$ cat src/rtl/vga_timing_gen.sv
// vga_timing_gen: raster timing generator for VGA-style displays.
// Produces the pixel column/line counters plus hsync, vsync, de and the
// line/frame start pulses, all registered together so they describe the
// same pixel in the same cycle.
// Optional feature: define VGA_TIMING_FRAME_CNT_EN to add the 16-bit
// frame_cnt output, which counts frame starts.
module vga_timing_gen #(
  parameter int H_ACTIVE = 640,
  parameter int H_FP     = 16,
  parameter int H_SYNC   = 96,
  parameter int H_BP     = 48,
  parameter int V_ACTIVE = 480,
  parameter int V_FP     = 10,
  parameter int V_SYNC   = 2,
  parameter int V_BP     = 33,
  parameter int HS_POL   = 0,
  parameter int VS_POL   = 0,
  parameter int XW       = 11,
  parameter int YW       = 10
) (
  input  logic          pixel_clk,
  input  logic          rst_n,
  input  logic          en,
  output logic [XW-1:0] counter_x,
  output logic [YW-1:0] counter_y,
  output logic          hsync,
  output logic          vsync,
  output logic          de,
  output logic          line_start,
  output logic          frame_start
`ifdef VGA_TIMING_FRAME_CNT_EN
  ,
  output logic [15:0]   frame_cnt
`endif
);

  localparam int H_TOTAL  = H_ACTIVE + H_FP + H_SYNC + H_BP;
  localparam int V_TOTAL  = V_ACTIVE + V_FP + V_SYNC + V_BP;
  localparam int HS_START = H_ACTIVE + H_FP;
  localparam int HS_END   = HS_START + H_SYNC;
  localparam int VS_START = V_ACTIVE + V_FP;
  localparam int VS_END   = VS_START + V_SYNC;

  localparam logic [XW-1:0] X_LAST = XW'(H_TOTAL - 1);
  localparam logic [YW-1:0] Y_LAST = YW'(V_TOTAL - 1);
  localparam logic          HS_ACT = (HS_POL != 0);
  localparam logic          VS_ACT = (VS_POL != 0);

  // Reject timings that cannot be represented or that would break the
  // reset-to-last-pixel scheme.
  if (H_BP < 1) begin : g_bad_hbp
    $error("vga_timing_gen: H_BP must be at least 1");
  end
  if (V_BP < 1) begin : g_bad_vbp
    $error("vga_timing_gen: V_BP must be at least 1");
  end
  if (64'(H_TOTAL) > (64'd1 << XW)) begin : g_bad_xw
    $error("vga_timing_gen: H_TOTAL does not fit in XW bits");
  end
  if (64'(V_TOTAL) > (64'd1 << YW)) begin : g_bad_yw
    $error("vga_timing_gen: V_TOTAL does not fit in YW bits");
  end

  logic [XW-1:0] x_nxt;
  logic [YW-1:0] y_nxt;
  logic          de_nxt;
  logic          hsync_nxt;
  logic          vsync_nxt;
  logic          line_nxt;
  logic          frame_nxt;

  // Next pixel position and the outputs that describe it; registering these
  // together keeps every output aligned with the counters.
  always_comb begin
    x_nxt = counter_x + XW'(1);
    y_nxt = counter_y;
    if (counter_x == X_LAST) begin
      x_nxt = '0;
      y_nxt = (counter_y == Y_LAST) ? '0 : counter_y + YW'(1);
    end
    de_nxt    = (int'(x_nxt) < H_ACTIVE) && (int'(y_nxt) < V_ACTIVE);
    hsync_nxt = ((int'(x_nxt) >= HS_START) && (int'(x_nxt) < HS_END)) ? HS_ACT : ~HS_ACT;
    // y only moves when x wraps, so vsync edges land on x = 0
    vsync_nxt = ((int'(y_nxt) >= VS_START) && (int'(y_nxt) < VS_END)) ? VS_ACT : ~VS_ACT;
    line_nxt  = (x_nxt == '0);
    frame_nxt = line_nxt && (y_nxt == '0);
  end

  // Timing registers: reset parks on the last pixel so the first enabled
  // edge lands on (0,0); a stalled cycle holds everything and drops pulses.
  always_ff @(posedge pixel_clk or negedge rst_n) begin
    if (!rst_n) begin
      counter_x   <= X_LAST;
      counter_y   <= Y_LAST;
      de          <= 1'b0;
      hsync       <= ~HS_ACT;
      vsync       <= ~VS_ACT;
      line_start  <= 1'b0;
      frame_start <= 1'b0;
    end else if (en) begin
      counter_x   <= x_nxt;
      counter_y   <= y_nxt;
      de          <= de_nxt;
      hsync       <= hsync_nxt;
      vsync       <= vsync_nxt;
      line_start  <= line_nxt;
      frame_start <= frame_nxt;
    end else begin
      line_start  <= 1'b0;
      frame_start <= 1'b0;
    end
  end

`ifdef VGA_TIMING_FRAME_CNT_EN
  // Frame counter updates in the same cycle frame_start is shown; wraps
  // naturally at 16 bits.
  always_ff @(posedge pixel_clk or negedge rst_n) begin
    if (!rst_n) begin
      frame_cnt <= '0;
    end else if (en && frame_nxt) begin
      frame_cnt <= frame_cnt + 16'd1;
    end
  end
`endif

endmodule

$ cat config.mk
export PLATFORM = sky130hd
export DESIGN_NAME = vga_timing_gen
export DESIGN_NICKNAME = d
export VERILOG_FILES = /design/src/rtl/vga_timing_gen.sv
export SDC_FILE = /design/constraint.sdc
export NUM_CORES = 1
export LEC_CHECK = 0
export BUFFER_PORTS_ARGS = -buffer_cell sky130_fd_sc_hd__buf_4
export CAP_MARGIN = 25
export CELL_PAD_IN_SITES_DETAIL_PLACEMENT = 1
export CELL_PAD_IN_SITES_GLOBAL_PLACEMENT = 2
export CORE_AREA = 2 2 60 104
export CTS_CLUSTER_SIZE = 10
export DETAILED_ROUTE_END_ITERATION = 7
export DIE_AREA = 0 0 62 106
export PLACE_DENSITY_LB_ADDON = 0.2
export SLEW_MARGIN = 20
export SYNTH_ARGS = -nofsm -noshare
export SYNTH_HDL_FRONTEND = slang
export SYNTH_SLANG_ARGS = --single-unit
export TNS_END_PERCENT = 100
$ cat constraint.sdc
create_clock -name pixel_clk -period 3.28 [get_ports pixel_clk]
set_input_delay 0.328 -clock pixel_clk [delete_from_list [all_inputs] [get_ports pixel_clk]]
set_output_delay 0.328 -clock pixel_clk [all_outputs]
set_load 0.02 [all_outputs]
==> flow_summary.json <==
{
  "status": "finished clean",
  "grt_use_total": 0.1983,
  "place_ws_ns": 0.5851,
  "worst_pin_slew_ns": 0.5242,
  "drt_iter0_drc": 67,
  "vias": 1802,
  "die-area_um2": 6572,
  "timing.final.crit_period_ns": 2.705,
  "wire_per_inst_um": 19.03,
  "drtAntennaViolNets": 0,
  "diodes": 0,
  "powerDensity_nw_per_um2": 426.9,
  "synthCells": 215,
  "port-buffer-count": 28,
  "synth_mux_area_frac": 0.02198,
  "synth.avg_cell_area_um2": 9.003,
  "setup_viol": 0,
  "ir_drop_mv": 0.3208,
  "synth-adder-area-share": 0.01939,
  "via_per_inst": 5.721,
  "cts_sinks": 26,
  "core_area_um2": 5787,
  "grt_pass1_vias": 1802,
  "cp.required_ns": 3.49,
  "grt_pass1_wl_um": 9632,
  "row_count": 37,
  "dp_hpwl_um": 4502,
  "gp_congestion": 0.8463,
  "crit_fanout": 10,
  "fin_util": 0.3842,
  "synth_simple_gate_area_frac": 0.2948,
  "leakage_nw": 0.8724,
  "max_cap_viol_count": 0,
  "antenna_found_initial": 0,
  "crit_chain": "ha_1 > and4_1 > nand3_4 > a2111oi_2 > or4b_4 > nor4b_4",
  "ys_async_sr_fraction": 1.000,
  "cts_buffer_depth": 2,
  "clk_latency_ns": 0.29,
  "start_util": 0.3345,
  "start_kind": "flip-flop",
  "ys_seq_area_frac": 0.3439,
  "cts_root_buf": "clkbuf_8",
  "drt_first_pass_iters": 5,
  "ctsResizeCount": 0,
  "crit_slowest_cell": "dfstp_2",
  "synthToLayoutAreaGrowth_pct": 14.87,
  "drc_errors": 0,
  "synth_cell_type_count": 60,
  "synth_top_family_by_area": "simple AND/OR/NAND/NOR gates",
  "synth_xor_area_frac": 0.05430,
  "fillers": 692,
  "fin_ws_ns": 0.5749,
  "io_pins": 29,
  "hp-class": "in2reg",
  "clock.fmax_ghz": 0.3697,
  "finalHoldViolCount": 0,
  "ys_seq_elements": 26,
  "final_layout_size_suffix_gt1_frac": 0.2785,
  "synth-compound-area-share": 0.1888,
  "crit_arrival_ns": 2.91,
  "synth_ff_type": "dfrtp_1",
  "final_max_slew_viol_count": 0,
  "nets": 244,
  "end_kind": "flip-flop",
  "maxSlewHeadroom": 0.6473,
  "numCtsBuffers": 3,
  "max_stage_delay_ns": 0.61,
  "die_width_um": 62,
  "synth_nets": 221,
  "grt.overflow.total": 0,
  "skew_ns": 0.006533,
  "clk_pin_slew_worst_paths_ns": 0.10,
  "yosysWarnings": 0,
  "fin_tns_setup_ns": 0,
  "grt_max_degree": 27,
  "cts_tree": "built",
  "dieHeight_um": 106,
  "h-tree-depth": 1,
  "period_share": 0.8247,
  "wirelength_um": 5993,
  "synth_edf_count": 0,
  "rsz0062_at_grt": "false",
  "path_class": "reg2reg",
  "synth_area_um2": 1936
}
-- metrics by stage --
step                      cells  hold WS, ns  power (mW)  cell area, µm²
after floorplan             215      0.03241      0.6505            1936
after global placement      310       0.2704      0.7319            2158
after detailed placement    310       0.2762      0.7323            2158
after CTS                   315       0.3784      0.9616            2223
after global routing        315       0.3928       1.003            2223
final                       315       0.3825      0.9492            2223
-- layout by cell type, fill, tap and decap left out, types with 3 or more instances in the layout --
cell	netlist	routed
o21ai_0	9	9
nor3_1	10	10
a21oi_1	17	17
a31oi_1	3	3
nand4_1	6	6
clkbuf_8	1	4
dfstp_2	12	12
nor2_1	15	15
nand2_1	19	19
a211oi_1	3	3
buf_4	3	33
ha_1	3	3
and3_1	5	5
xor2_1	4	4
nor4_1	4	4
inv_1	7	7
o31ai_1	5	5
nand3_1	6	6
xnor2_1	8	8
nand2b_1	3	3
dfrtp_1	14	14
-- Yosys cell counts (5+ instances only) --
| library cell | n | area (µm²) |
|---|---|---|
| a21oi_1 | 17 | 85.08 |
| and3_1 | 5 | 31.28 |
| buf_6 | 5 | 56.30 |
| dfrtp_1 | 14 | 350.3 |
| dfstp_2 | 12 | 315.3 |
| inv_1 | 7 | 26.28 |
| nand2_1 | 19 | 71.32 |
| nand3_1 | 6 | 30.03 |
| nand4_1 | 6 | 37.54 |
| nor2_1 | 15 | 56.30 |
| nor3_1 | 10 | 50.05 |
| o21ai_0 | 9 | 45.04 |
| o31ai_1 | 5 | 37.54 |
| xnor2_1 | 8 | 70.07 |
-- worst paths after layout --
kind,startpoint,to,slack [ns],depth (start not counted)
min in group asynchronous,rst_n,counter_x[7],0.48,2
worst min-delay path,en,counter_x[3],0.38,3
worst max-delay path,counter_x[1],frame_start,0.57,6
max in group asynchronous,rst_n,counter_x[4],2.48,2
worst max register to register,counter_x[1],frame_start,0.57,6
worst min register to register,de,de,0.51,2
-- power breakdown --
part           internal (mW)  switching (mW)
Clock                  0.108           0.118
Sequential             0.373          0.0803
Combinational          0.123           0.147
Total                  0.604           0.345
-- registers in the layout (all words and copies together), names as in the netlist --
| signal | flops |
|---|---|
| counter_x | 11 |
| counter_y | 10 |
| de | 1 |
| frame_start | 1 |
| hsync | 1 |
| line_start | 1 |
| vsync | 1 |
-- layer usage --
| metal | wire (µm) | global-route usage | share of wire |
|---|---|---|---|
| met2 | 3351 | 0.3423 | 0.56 |
| met4 | 227 | 0.1003 | 0.038 |
| met3 | 137 | 0.01825 | 0.023 |
| met1 | 2277 | 0.2284 | 0.38 |
| met5 | 0 | 0 | 0 |
-- area by class of cell --
| type | count | area (µm²) | share of cell area |
|---|---|---|---|
| Clock buffer | 4 | 55.05 | 0.02476 |
| Inverter | 7 | 26.28 | 0.01182 |
| Multi-Input combinational cell | 166 | 1121 | 0.5042 |
| Sequential cell | 26 | 665.6 | 0.2994 |
| Tap cell | 78 | 97.59 | 0.04389 |
| Timing Repair Buffer | 34 | 257.7 | 0.1159 |
-- logic make-up after synthesis --
family          after synthesis
simple gates                 92
xor+xnor                     12
compound gates               55
fa+ha+maj                     3
flops                        26
mux                           4
buf+inv                      23
-- repair_timing --
action,4_1_cts,5_1_grt
buffers inserted,0,0
hold endpoints to repair,14,0
setup endpoints to repair,0,0
hold buffers,1,0
-- critical path: cells and delay by family, from the launching register on --
kind                     cells  cell delay [ns]
AO/OA/AOI/OAI                1             0.32
adder cells (fa/ha/maj)      1             0.26
flip-flops                   1             0.61
AND/OR/NAND/NOR              4             1.44
No activity file was read; power rests on OpenSTA's default activity.
